`src/rtl/ov5640_init_pkg.sv`:
```
// Shared types and table-word field positions for the OV5640 init sequencer.
package ov5640_init_pkg;

  typedef enum logic [2:0] {
    S_IDLE,
    S_PWR_WAIT,
    S_FETCH,
    S_LATCH,
    S_WRITE,
    S_RST_WAIT,
    S_DONE,
    S_ERROR
  } state_e;

  localparam logic [15:0] SOFT_RESET_REG = 16'h3008;
  localparam int          REG_ADDR_MSB   = 23;
  localparam int          REG_ADDR_LSB   = 8;
  localparam int          DATA_MSB       = 7;

  // A write to 0x3008 with bit 7 set resets the sensor and needs a settle wait.
  function automatic logic is_soft_reset(input logic [15:0] reg_addr, input logic [7:0] data);
    return (reg_addr == SOFT_RESET_REG) && data[DATA_MSB];
  endfunction

endpackage

```
`src/rtl/ov5640_init_sequencer_delay.sv`:
```
// Down-counter shared by the power-up and soft-reset waits.
// zero_o is high during the last of N enabled wait cycles after loading N.
module init_delay_counter (
  input  logic        clk,
  input  logic        rst_n,
  input  logic        load_i,
  input  logic [23:0] load_val_i,
  input  logic        en_i,
  output logic        zero_o
);

  logic [23:0] cnt_q;

  always_ff @(posedge clk or negedge rst_n) begin
    if (!rst_n) begin
      cnt_q <= '0;
    end else if (load_i) begin
      cnt_q <= load_val_i;
    end else if (en_i && (cnt_q != 24'd0)) begin
      cnt_q <= cnt_q - 24'd1;
    end
  end

  assign zero_o = (cnt_q <= 24'd1);

endmodule

```
`src/rtl/ov5640_init_sequencer.sv`:
```
// Walks the OV5640 init table and issues one SCCB register write per entry,
// with power-up and soft-reset waits, retry-on-NACK and sticky done/error flags.
module ov5640_init_sequencer
  import ov5640_init_pkg::*;
#(
  parameter int          DATA_WIDTH     = 24,
  parameter int          ADDR_WIDTH     = 8,
  parameter int          TABLE_LEN      = 86,
  parameter logic [23:0] POWERUP_CYCLES = 24'd1_000_000,
  parameter logic [23:0] RESET_CYCLES   = 24'd250_000,
  parameter int          MAX_RETRY      = 3
) (
  input  logic                  clk,
  input  logic                  rst_n,
  input  logic                  start,
  output logic [ADDR_WIDTH-1:0] rom_addr,
  input  logic [DATA_WIDTH-1:0] rom_q,
  output logic                  sccb_req,
  output logic [15:0]           sccb_reg_addr,
  output logic [7:0]            sccb_wr_data,
  input  logic                  sccb_ack,
  input  logic                  sccb_err,
  output logic                  busy,
  output logic                  init_done,
  output logic                  init_err
);

  localparam logic [ADDR_WIDTH-1:0] LAST_IDX    = ADDR_WIDTH'(TABLE_LEN - 1);
  localparam logic [1:0]            MAX_RETRY_L = 2'(MAX_RETRY);

  state_e                  state_q;
  logic [ADDR_WIDTH-1:0]   idx_q;
  logic [1:0]              retry_q;
  logic                    sccb_req_q;
  logic [15:0]             reg_addr_q;
  logic [7:0]              wr_data_q;
  logic                    busy_q;
  logic                    done_q;
  logic                    err_q;

  logic                    idle_like;
  logic                    start_load;
  logic                    soft_rst;
  logic                    ok_ack;
  logic                    rst_load;
  logic                    advance_d;
  logic                    dly_zero;
  logic [23:0]             dly_val;

  assign idle_like  = (state_q == S_IDLE) || (state_q == S_DONE) || (state_q == S_ERROR);
  assign start_load = idle_like && start;
  assign soft_rst   = is_soft_reset(reg_addr_q, wr_data_q);
  assign ok_ack     = (state_q == S_WRITE) && sccb_ack && !sccb_err;
  assign rst_load   = ok_ack && soft_rst && (RESET_CYCLES != 24'd0);
  // Both a plain successful write and the end of a reset settle move to the next entry.
  assign advance_d  = (ok_ack && !rst_load) || ((state_q == S_RST_WAIT) && dly_zero);
  assign dly_val    = start_load ? POWERUP_CYCLES : RESET_CYCLES;

  init_delay_counter u_delay (
    .clk        (clk),
    .rst_n      (rst_n),
    .load_i     (start_load || rst_load),
    .load_val_i (dly_val),
    .en_i       ((state_q == S_PWR_WAIT) || (state_q == S_RST_WAIT)),
    .zero_o     (dly_zero)
  );

  always_ff @(posedge clk or negedge rst_n) begin
    if (!rst_n) begin
      state_q    <= S_IDLE;
      idx_q      <= '0;
      retry_q    <= '0;
      sccb_req_q <= 1'b0;
      reg_addr_q <= '0;
      wr_data_q  <= '0;
      busy_q     <= 1'b0;
      done_q     <= 1'b0;
      err_q      <= 1'b0;
    end else begin
      case (state_q)
        S_IDLE, S_DONE, S_ERROR: begin
          if (start) begin
            done_q  <= 1'b0;
            err_q   <= 1'b0;
            busy_q  <= 1'b1;
            idx_q   <= '0;
            retry_q <= '0;
            state_q <= (POWERUP_CYCLES == 24'd0) ? S_FETCH : S_PWR_WAIT;
          end
        end
        S_PWR_WAIT: begin
          if (dly_zero) state_q <= S_FETCH;
        end
        S_FETCH: state_q <= S_LATCH;
        S_LATCH: begin
          reg_addr_q <= rom_q[REG_ADDR_MSB:REG_ADDR_LSB];
          wr_data_q  <= rom_q[DATA_MSB:0];
          sccb_req_q <= 1'b1;
          state_q    <= S_WRITE;
        end
        S_WRITE: begin
          if (sccb_ack) begin
            sccb_req_q <= 1'b0;
            if (sccb_err) begin
              if (retry_q < MAX_RETRY_L) begin
                retry_q <= retry_q + 2'd1;
                state_q <= S_FETCH;
              end else begin
                err_q   <= 1'b1;
                busy_q  <= 1'b0;
                state_q <= S_ERROR;
              end
            end else if (rst_load) begin
              state_q <= S_RST_WAIT;
            end
          end
        end
        S_RST_WAIT: ;
        default: state_q <= S_IDLE;
      endcase

      // Terminal check precedes the increment, so the index never wraps.
      if (advance_d) begin
        if (idx_q == LAST_IDX) begin
          done_q  <= 1'b1;
          busy_q  <= 1'b0;
          state_q <= S_DONE;
        end else begin
          idx_q   <= idx_q + ADDR_WIDTH'(1);
          retry_q <= '0;
          state_q <= S_FETCH;
        end
      end
    end
  end

  assign rom_addr      = idx_q;
  assign sccb_req      = sccb_req_q;
  assign sccb_reg_addr = reg_addr_q;
  assign sccb_wr_data  = wr_data_q;
  assign busy          = busy_q;
  assign init_done     = done_q;
  assign init_err      = err_q;

endmodule

```
`config.mk`:
```
export PLATFORM = sky130hd
export DESIGN_NAME = ov5640_init_sequencer
export DESIGN_NICKNAME = d
export VERILOG_FILES = /design/src/rtl/ov5640_init_pkg.sv /design/src/rtl/ov5640_init_sequencer_delay.sv /design/src/rtl/ov5640_init_sequencer.sv
export SDC_FILE = /design/constraint.sdc
export NUM_CORES = 1
export LEC_CHECK = 0
export BUFFER_PORTS_ARGS = -buffer_cell sky130_fd_sc_hd__buf_2
export CAP_MARGIN = 20
export CORE_AREA = 3 3 100 102
export CTS_CLUSTER_DIAMETER = 100
export CTS_CLUSTER_SIZE = 25
export DETAILED_ROUTE_END_ITERATION = 10
export DIE_AREA = 0 0 103 105
export MAX_ROUTING_LAYER = met4
export SKIP_CTS_REPAIR_TIMING = 1
export SYNTH_ARGS = -nofsm -noshare
export SYNTH_HDL_FRONTEND = slang
export SYNTH_SLANG_ARGS = --single-unit
export TNS_END_PERCENT = 1
```
`constraint.sdc`:
```
create_clock -name clk -period 4.1 [get_ports clk]
set_input_delay 0.615 -clock clk [delete_from_list [all_inputs] [get_ports clk]]
set_output_delay 0.615 -clock clk [all_outputs]
set_load 0.005 [all_outputs]
```
==> impl_metrics.py, run 1 <==
metrics = {
    "clocking": {
        "clockBufferDepth": 2,
        "cts_tree": "yes",
        "htree_levels": 3,
        "cts-root-buf": "clkbuf_8",
        "path_clk_slew_ns": 0.07,
        "cts.sinks": 65,
        "clkLatencyLatePin_ns": 0.34,
        "cts_made_buffers": 9,
    },
    "timing": {
        "tightest_slew_ns": 1.06,
        "slew-limit-headroom": 0.295,
        "fmax_mhz": 406,
        "fin_crit_ns": 2.46,
        "slew_viol_final": 0,
        "tns_ns": 0,
        "finalCritPeriodShare": 0.600,
        "rsz0062_at_grt": "false",
        "final-setup-viol-count": 0,
        "hold_viol_final": 0,
        "finClkSkew_ns": 0.00937,
    },
    "cells_and_area": {
        "final_nets": 449,
        "drive_above_1_share": 0.317,
        "finalCoreUtilization": 0.453,
        "fillers": 925,
        "antennaDiodeCount": 0,
        "postLayoutCellArea_um2": 4170,
        "area_delta_synth_final_pct": 16.6,
        "final_cells": 531,
    },
    "power": {
        "seqPwrFrac": 0.496,
        "power_switching_uw": 743,
        "leakagePower_nw": 1.78,
        "p_int_mw": 1.34,
        "switching_share": 0.357,
        "p_per_area_nw_per_um2": 500,
        "worst_ir_drop_vdd_uv": 289,
        "clkPwrFrac": 0.227,
        "combPwrFrac": 0.278,
    },
    "drt": {
        "firstDrtPassIters": 4,
        "viasPerCell": 5.72,
        "ant_nets": 0,
        "drtIter0Drc": 211,
        "via_count": 3035,
        "postRouteWirelength_um": 8470,
        "drc_errors": 0,
        "wl_per_cell_um": 16.0,
    },
    "setup_path": {
        "path_class": "register to register",
        "crit_path_start": "u_delay.cnt_q[0]",
        "path_max_fanout": 7,
        "cp_slowest_stage_delay_ns": 0.49,
        "reg2reg_from": "u_delay.cnt_q[0]",
        "rrSetupSlack_ns": 1.64,
        "end_kind": "register",
        "worst_path_max_delay_cell": "o21ai_1",
        "r2r_end": "u_delay.cnt_q[9]",
        "rr_worst_depth": 7,
        "cp.required_ns": 4.35,
        "worstPathArrival_ns": 2.71,
        "startpoint_type": "register",
        "crit_chain": "inv_1 -> ha_1 -> nor3b_1 -> nand4_1 -> o21ai_1 -> mux2_2 -> a22oi_1",
    },
    "logic_synthesis": {
        "synth_edf_count": 0,
        "yosysUniqueCellTypes": 64,
        "synth_nets": 382,
        "postSynthRegisterBits": 65,
        "syn_avg_cell_area_um2": 10.2,
        "yosysWarnings": 0,
        "syn_area_um2": 3570,
        "synth_seq_area_share": 0.455,
        "synth-async-reset-ratio": 1.00,
        "synth_ff_type": "dfrtp_1",
        "syn-instance-count": 349,
    },
    "global_routing": {
        "antenna_found_initial": 0,
        "grt_util_all_layers": 0.173,
        "grt_pass1_wl_um": 14600,
        "grt_pass1_vias": 3002,
        "overflow": 0,
        "grt_max_degree": 42,
    },
    "floorplanning": {
        "dieArea_um2": 10800,
        "start_util": 0.389,
        "core_um2": 9200,
        "rows": 35,
        "io_pins": 65,
        "fp.dieH_um": 105,
        "die_w_um": 103,
    },
    "placed_design": {
        "hpwl_um": 6120,
        "numPortBuffers": 64,
        "place_congestion": 0.899,
        "place_inst": 516,
        "dpl_cell_area_um2": 4000,
    },
    "hold_path": {
        "hold_path_class": "primary input to asynchronous set/reset pin",
    },
    "job": {
        "max_cap_violations": 0,
    },
    "outcome": {
        "status": "finished, final reports clean",
    },
}
==> layer usage <==
layer	part of all wire	up-vias	wire length, um	track usage
met5	0	-	0	-
met4	0.017	0	145	0.0648
met3	0.062	12	521	0.0374
met2	0.45	107	3810	0.244
met1	0.47	1464	3990	0.244
li1	-	1452	-	-
==> cell type report <==
cell class,count,area (um^2),share of cell area
clock buffer,12,145,0.0348
clock inverter,3,17.5,0.00420
inverter,7,26.3,0.00631
multi-input combinational,265,1860,0.447
sequential,65,1630,0.390
tap,111,139,0.0333
timing repair buffer,68,350,0.0841
==> cell usage after synthesis, drive strengths merged (6+ instances only) <==
cell,instances,share of area
dfrtp,65,0.46
nor2,31,0.033
nand2,30,0.032
mux2,27,0.086
nand3,17,0.029
o21ai,14,0.020
nor3,13,0.024
a21oi,11,0.015
nand4,11,0.019
clkbuf,7,0.0074
inv,7,0.0074
or3,7,0.012
and2,6,0.011
nor4,6,0.020
==> how the worst max path moves through the flow <==
stage,to,slack (ns)
floorplan,u_delay.cnt_q[7],2.07
global placement,rom_addr[2],1.77
detailed placement,u_delay.cnt_q[9],1.72
CTS,u_delay.cnt_q[9],1.68
global route,u_delay.cnt_q[9],1.49
finish,u_delay.cnt_q[9],1.64
==> cell usage in the layout (no fill, tap or decap), types with 3 or more instances in the layout <==
master / instances
nor2b_1: 4
nand4_1: 11
mux2_2: 26
or3_1: 7
nor3_1: 10
inv_1: 7
xor2_1: 5
o221a_2: 3
and3_1: 3
a21oi_1: 11
o211ai_1: 5
buf_4: 4
ha_1: 4
and2_1: 6
clkbuf_8: 10
nand3b_1: 5
nand2_1: 30
nor4_2: 3
or2_2: 4
o31ai_1: 5
o2111ai_1: 4
buf_2: 64
dfrtp_1: 65
mux2i_1: 3
o221ai_1: 5
nand3_1: 15
nor4b_1: 4
o21ai_0: 11
o21ai_1: 3
a31oi_1: 3
nor2_1: 30
==> sequential cells by signal (all words and copies together), names as in the netlist <==
| register | cells |
|---|---|
| sccb_req | 1 |
| rom_addr | 8 |
| u_delay.cnt_q | 24 |
| init_done | 1 |
| retry_q | 2 |
| sccb_reg_addr | 16 |
| state_q | 3 |
| sccb_wr_data | 8 |
| init_err | 1 |
| busy | 1 |
==> metrics by stage <==
stage	hold WS, ns	worst slack, ns	total power [mW]
2_1_floorplan	0.319	2.07	1.38
6_report	0.401	1.64	2.08
5_1_grt	0.474	1.49	2.23
3_3_place_gp	0.461	1.77	1.60
4_1_cts	0.435	1.68	2.10
3_5_place_dp	0.464	1.72	1.62
==> power groups by stage <==
stage                     Clock [mW]  Sequential, mW  Combinational (mW)
after global routing           0.514            1.06               0.654
final                          0.472            1.03               0.579
after CTS                      0.483            1.03               0.585
after floorplan                    0            1.00               0.383
after detailed placement           0            1.04               0.581
after global placement             0            1.03               0.572
==> cell families (layout without fill, tap and decap cells) <==
family	after synthesis	count (layout)	share of synthesized area
compound gates	66	66	0.130
xor+xnor	6	6	0.0147
fa+ha+maj	4	4	0.0140
buf+inv	19	90	0.0242
flops	65	65	0.455
mux	30	30	0.0945
simple gates	159	159	0.268
==> critical path: cells and delay by family (launching register included) <==
family	cells	cell delay, ns
muxes	1	0.39
and+or+nand+nor	2	0.58
DFF	1	0.44
adders and majority gates	1	0.19
buffers and inverters	1	0.08
AOI/OAI and AO/OA	2	0.69
Power figures use the tool's default switching activity.
==> run 2, diff against run 1 <==
==> constraint.sdc (replaced) <==
create_clock -name clk -period 2.05 [get_ports clk]
set_input_delay 0.3075 -clock clk [delete_from_list [all_inputs] [get_ports clk]]
set_output_delay 0.3075 -clock clk [all_outputs]
set_load 0.005 [all_outputs]
==> run 2 against run 1 <==
  * Maximum frequency rose by 23%
  * Worst setup slack got worse by 1.6 ns
  * Via count is 7.6% higher
  * Largest power group unchanged
  * Core utilization increased by 6.4 points
  * Flip-flop and latch count unchanged
  * Count of clock-buffer cells in the layout is 2 lower
  * Non-clock buffer count is 58 higher
  * Register-to-register slack lost 1.6 ns
  * First-iteration DRC count rose by 0.47%
  * Critical endpoint is now u_delay.cnt_q[13]
==> impl_metrics.py, run 2 (synthesis results as in run 1) <==
metrics = {
    "global_routing": {
        "grt_pass1_vias": 3278,
        "grt_pass1_wl_um": 15700,
        "gr-usage-met1": 0.264,
        "antenna_found_initial": 0,
        "met2_usage": 0.258,
        "grt_util_met3": 0.0421,
        "top_usage_layer": "met1",
        "grt_max_degree": 66,
        "grt_util_all_layers": 0.186,
        "overflow": 0,
    },
    "drt": {
        "drtIter0Drc": 212,
        "ant_nets": 0,
        "via_count": 3267,
        "viasPerCell": 5.54,
        "drc_errors": 0,
        "postRouteWirelength_um": 9080,
        "wl_per_cell_um": 15.4,
        "firstDrtPassIters": 5,
    },
    "setup_path": {
        "worst_path_max_delay_cell": "or4_1",
        "rr_worst_depth": 7,
        "path_max_fanout": 7,
        "path_class": "register to register",
        "worstPathArrival_ns": 2.27,
        "crit_chain": "buf_4 -> nor3_1 -> and4_1 -> o211ai_1 -> buf_4 -> or4_1 -> a21oi_1",
        "cpMostUsedCell": "buf_4",
        "cp.required_ns": 2.32,
        "crit_cells": 7,
        "crit_buf_inv": 2,
        "end_kind": "register",
        "cp_slowest_stage_delay_ns": 0.49,
        "startpoint_type": "register",
        "crit_family": "simple AND/OR/NAND/NOR gates",
    },
    "placed_design": {
        "place_congestion": 0.931,
        "hpwl_um": 6770,
        "numPortBuffers": 64,
        "place_inst": 573,
    },
    "floorplanning": {
        "start_util": 0.389,
        "io_pins": 65,
        "dieArea_um2": 10800,
        "fp.dieH_um": 105,
        "die_w_um": 103,
        "rows": 35,
        "core_um2": 9200,
    },
    "timing": {
        "finalCritPeriodShare": 0.976,
        "rsz0062_at_grt": "true",
        "finClkSkew_ns": 0.00538,
        "slew-limit-headroom": 0.678,
        "final-setup-viol-count": 0,
        "fmax_mhz": 500,
        "fin_crit_ns": 2.00,
        "hold_viol_final": 0,
        "tightest_slew_ns": 0.482,
        "whs_ns": 0.188,
        "slew_viol_final": 0,
    },
    "cells_and_area": {
        "fillers": 845,
        "antennaDiodeCount": 0,
        "final_cell_mix": "dfrtp_1 (65), buf_2 (64), buf_4 (59)",
        "finalCoreUtilization": 0.518,
        "final_nets": 507,
        "area_delta_synth_final_pct": 33.1,
        "final_cells": 590,
        "largest-register": "u_delay.cnt_q",
        "drive_above_1_share": 0.422,
        "final_common_cell": "dfrtp_1",
        "largest_reg_flops": 24,
    },
    "clocking": {
        "cts-root-buf": "clkbuf_8",
        "path_clk_slew_ns": 0.07,
        "cts.sinks": 65,
        "clkLatencyLatePin_ns": 0.34,
        "htree_levels": 3,
        "cts_made_buffers": 9,
        "clockBufferDepth": 2,
        "cts_tree": "yes",
    },
    "power": {
        "worst_ir_drop_vdd_uv": 535,
        "clkPwrFrac": 0.273,
        "seqPwrFrac": 0.393,
        "p_per_area_nw_per_um2": 1050,
        "switching_share": 0.325,
        "p_int_mw": 3.36,
        "power_switching_mw": 1.62,
        "combPwrFrac": 0.335,
        "leakagePower_nw": 2.11,
    },
    "job": {
        "max_cap_violations": 0,
    },
    "outcome": {
        "status": "finished, final reports clean",
    },
    "hold_path": {
        "hold_path_class": "primary input to register",
        "hold-path-cell-count": 2,
    },
}
-- run 2: layout make-up --
type | instances | area, um^2 | share of cell area
repair buffers | 126 | 805 | 0.169
clock inverters | 6 | 114 | 0.0239
flip-flops and latches | 65 | 1630 | 0.342
clock buffers | 10 | 138 | 0.0289
multi-input cells | 265 | 1910 | 0.402
inverters | 7 | 26.3 | 0.00552
well taps | 111 | 139 | 0.0292
-- run 2: power by group through the flow --
stage | logic [mW] | registers [mW] | clock network [mW]
finish | 1.67 | 1.96 | 1.36
global route | 1.85 | 2.02 | 1.46
CTS | 1.63 | 1.95 | 1.40
detailed placement | 1.62 | 1.97 | 0
global placement | 1.60 | 1.96 | 0
floorplan | 0.767 | 2.00 | 0
-- run 2: metal layers --
metal | share of wire | up-vias
li1 | - | 1558
met1 | 0.47 | 1571
met2 | 0.46 | 124
met3 | 0.057 | 14
met4 | 0.017 | 0
met5 | 0 | -
-- run 2: per-stage QoR --
step | setup slack (ns) | TNS, ns | area (um^2) | total power, mW
finish | 0.0502 | 0 | 4760 | 4.98
global route | -0.0742 | -0.553 | 4760 | 5.33
floorplan | 0.0233 | 0 | 3570 | 2.77
CTS | -0.0344 | -0.0751 | 4700 | 4.98
global placement | 0.0507 | 0 | 4440 | 3.56
detailed placement | -0.0143 | -0.0213 | 4440 | 3.59
-- run 2: worst paths after layout --
path / endpoint / slack (ns) / from
min: sccb_wr_data[1] / 0.19 / rom_q[1]
max: u_delay.cnt_q[13] / 0.05 / u_delay.cnt_q[0]
max in group asynchronous: u_delay.cnt_q[7] / 1.27 / rst_n
min reg2reg: sccb_req / 0.48 / sccb_req
min in group asynchronous: rom_addr[0] / 0.48 / rst_n
max reg2reg: u_delay.cnt_q[13] / 0.05 / u_delay.cnt_q[0]
-- run 2: worst register-to-register path: cells and delay by family (launching register included) --
| family | cells | cell delay, ns |
|---|---|---|
| simple gates | 3 | 0.98 |
| flops | 1 | 0.38 |
| buf+inv | 2 | 0.33 |
| compound gates | 2 | 0.25 |
==> run 3, diff against run 2 <==
--- a/config.mk
+++ b/config.mk
@@ -5,13 +5,14 @@
 export SDC_FILE = /design/constraint.sdc
 export NUM_CORES = 1
 export LEC_CHECK = 0
+export ABC_AREA = 1
 export BUFFER_PORTS_ARGS = -buffer_cell sky130_fd_sc_hd__buf_2
 export CAP_MARGIN = 20
-export CORE_AREA = 3 3 100 102
+export CORE_AREA = 3 3 91 114
 export CTS_CLUSTER_DIAMETER = 100
 export CTS_CLUSTER_SIZE = 25
 export DETAILED_ROUTE_END_ITERATION = 10
-export DIE_AREA = 0 0 103 105
+export DIE_AREA = 0 0 94 117
 export MAX_ROUTING_LAYER = met4
 export SKIP_CTS_REPAIR_TIMING = 1
 export SYNTH_ARGS = -nofsm -noshare
==> run 3 against run 2 <==
  * The run now ends with negative hold slack left
  * Worst hold slack lost 0.22 ns
  * Total power grew 38%
  * Routed wire length shrank 2.2%
  * First-iteration DRC count grew 27%
  * Clock skew grew 0.0034 ns
  * Combinational power grew 74%
  * Flip-flop and latch count is the same
  * Worst setup slack gained 0.16 ns
  * Sequential power grew 10%
  * Largest power group is now combinational cells
==> impl_metrics.py, run 3 <==
metrics = {
    "power": {
        "power_switching_mw": 2.68,
        "p_int_mw": 4.17,
        "seqPwrFrac": 0.315,
        "switching_share": 0.391,
        "worst_ir_drop_vdd_uv": 706,
        "leakagePower_nw": 2.18,
        "clkPwrFrac": 0.263,
        "combPwrFrac": 0.423,
        "p_per_area_nw_per_um2": 1520,
    },
    "drt": {
        "firstDrtPassIters": 4,
        "drc_errors": 0,
        "drtIter0Drc": 269,
        "postRouteWirelength_um": 8870,
        "wl_per_cell_um": 13.5,
        "ant_nets": 0,
        "via_count": 3250,
        "viasPerCell": 4.95,
    },
    "cells_and_area": {
        "finalCoreUtilization": 0.487,
        "largest_reg_flops": 24,
        "final_common_cell": "nand2_1",
        "final_cell_mix": "nand2_1 (102), nor2_1 (70), dfrtp_1 (65)",
        "drive_above_1_share": 0.266,
        "final_nets": 561,
        "area_delta_synth_final_pct": 24.1,
        "final_cells": 656,
        "antennaDiodeCount": 0,
        "largest-register": "u_delay.cnt_q",
    },
    "floorplanning": {
        "start_util": 0.392,
        "core_um2": 9270,
        "dieArea_um2": 11000,
        "fp.dieH_um": 117,
        "die_w_um": 94,
        "io_pins": 65,
        "rows": 39,
    },
    "clocking": {
        "cts-root-buf": "clkbuf_16",
        "cts.sinks": 65,
        "clockBufferDepth": 2,
        "path_clk_slew_ns": 0.06,
        "htree_levels": 3,
        "cts_tree": "yes",
        "clkLatencyLatePin_ns": 0.33,
        "cts_made_buffers": 9,
    },
    "timing": {
        "final-setup-viol-count": 0,
        "finClkSkew_ns": 0.00880,
        "slew-limit-headroom": 0.587,
        "finalCritPeriodShare": 0.896,
        "hold_viol_final": 14,
        "tightest_slew_ns": 0.619,
        "rsz0062_at_grt": "false",
        "tns_ns": 0,
        "fmax_mhz": 544,
        "slew_viol_final": 0,
        "fin_crit_ns": 1.84,
        "whs_ns": -0.0296,
    },
    "logic_synthesis": {
        "synth_fa_ha_area_frac": 0.0138,
        "synth_seq_area_share": 0.447,
        "postSynthRegisterBits": 65,
        "syn_avg_cell_area_um2": 8.10,
        "ys_top_cells_by_count": "nand2_1 (102), nor2_1 (70), dfrtp_1 (65)",
        "synthTopCellsByArea": "dfrtp_1 (45%), nand2_1 (11%), nor2_1 (7.2%)",
        "synth_nets": 482,
        "synth.area.mux_share": 0.0712,
        "synth_top_family_by_area": "simple AND/OR/NAND/NOR gates",
        "synth_compound_area_frac": 0.0753,
        "synth_xor_area_frac": 0.0337,
        "synthSimpleGateAreaFrac": 0.299,
        "synth_ff_type": "dfrtp_1",
        "yosysUniqueCellTypes": 29,
        "synth_most_common_cell": "nand2_1",
        "syn_area_um2": 3640,
        "syn-instance-count": 449,
        "synth_top_area_frac": 0.447,
        "synth-async-reset-ratio": 1.00,
        "yosysWarnings": 0,
        "synth_edf_count": 0,
        "synth_top_area_cell": "dfrtp_1",
    },
    "setup_path": {
        "worstPathArrival_ns": 2.09,
        "path_class": "register to register",
        "worst_path_max_delay_cell": "dfrtp_1",
        "end_kind": "register",
        "cp.required_ns": 2.31,
        "cpMostUsedCell": "nand2_1",
        "cp_slowest_stage_delay_ns": 0.38,
        "crit_family": "simple AND/OR/NAND/NOR gates",
        "path_max_fanout": 9,
        "startpoint_type": "register",
        "crit_buf_inv": 2,
        "crit_chain": "inv_1 -> ha_1 -> nand2_1 -> nor2_2 -> nand3_1 -> nand2_2 -> nand3_4 -> inv_4 -> nand2_1 -> o21ai_1",
    },
    "outcome": {
        "violations": "negative hold slack",
        "status": "complete, but fails checks",
    },
    "placed_design": {
        "place_congestion": 0.893,
        "place_inst": 637,
        "hpwl_um": 6500,
        "numPortBuffers": 64,
    },
    "global_routing": {
        "overflow": 0,
        "grt_max_degree": 66,
        "grt_pass1_vias": 3159,
        "antenna_found_initial": 0,
        "grt_pass1_wl_um": 14800,
        "grt_util_all_layers": 0.177,
    },
    "hold_path": {
        "hold_path_class": "primary input to asynchronous set/reset pin",
    },
    "job": {
        "max_cap_violations": 0,
    },
}
## run 3: power by group through the flow
stage	combinational, mW	sequential [mW]	clock, mW
after floorplan	2.00	2.11	0
after global placement	2.79	2.15	0
after detailed placement	2.82	2.17	0
after CTS	2.85	2.15	1.84
after global routing	3.26	2.22	1.89
final	2.90	2.16	1.80
## run 3: worst reg2reg max path, stage by stage (launching register included)
cell,delay [ns]
dfrtp_1,0.38
inv_1,0.11
ha_1,0.22
nand2_1,0.12
nor2_2,0.18
nand3_1,0.11
nand2_2,0.17
nand3_4,0.18
inv_4,0.15
nand2_1,0.07
o21ai_1,0.08
## run 3: layout make-up
type / instances / area [um^2]
clock buffers: 10 / 239
clock inverters: 6 / 115
fillers: 938 / 4760
inverters: 45 / 171
multi-input cells: 333 / 1800
flip-flops and latches: 65 / 1630
well taps: 123 / 154
repair buffers: 74 / 408
## run 3: layer usage
metal / global-route usage / vias to the layer above / wire (um)
li1: - / 1625 / -
met1: 0.209 / 1511 / 3860
met2: 0.291 / 99 / 4380
met3: 0.0377 / 15 / 494
met4: 0.0761 / 0 / 143
met5: - / - / 0
## run 3: worst paths after layout
kind | start | end | slack [ns] | cells after the start
min | rst_n | u_delay.cnt_q[13] | -0.03 | 2
min in group clk | rom_q[5] | sccb_wr_data[5] | 0.21 | 2
max reg2reg | u_delay.cnt_q[0] | u_delay.cnt_q[12] | 0.21 | 10
max | u_delay.cnt_q[0] | u_delay.cnt_q[12] | 0.21 | 10
min reg2reg | init_done | init_done | 0.49 | 2
max in group asynchronous | rst_n | init_done | 1.76 | 2
## run 3: cell families after synthesis
family | after synthesis
simple gates | 242
mux | 23
xor+xnor | 14
compound gates | 49
flops | 65
buf+inv | 52
fa+ha+maj | 4
## run 3: through the flow
step | setup slack, ns | hold WS, ns | total power, mW | instance area, um^2
CTS | 0.0980 | 0.00383 | 6.84 | 4490
global placement | 0.220 | 0.361 | 4.94 | 4130
global route | 0.00264 | 0.0228 | 7.37 | 4520
detailed placement | 0.164 | 0.352 | 4.99 | 4130
finish | 0.213 | -0.0296 | 6.86 | 4520
floorplan | 0.422 | 0.0119 | 4.11 | 3640
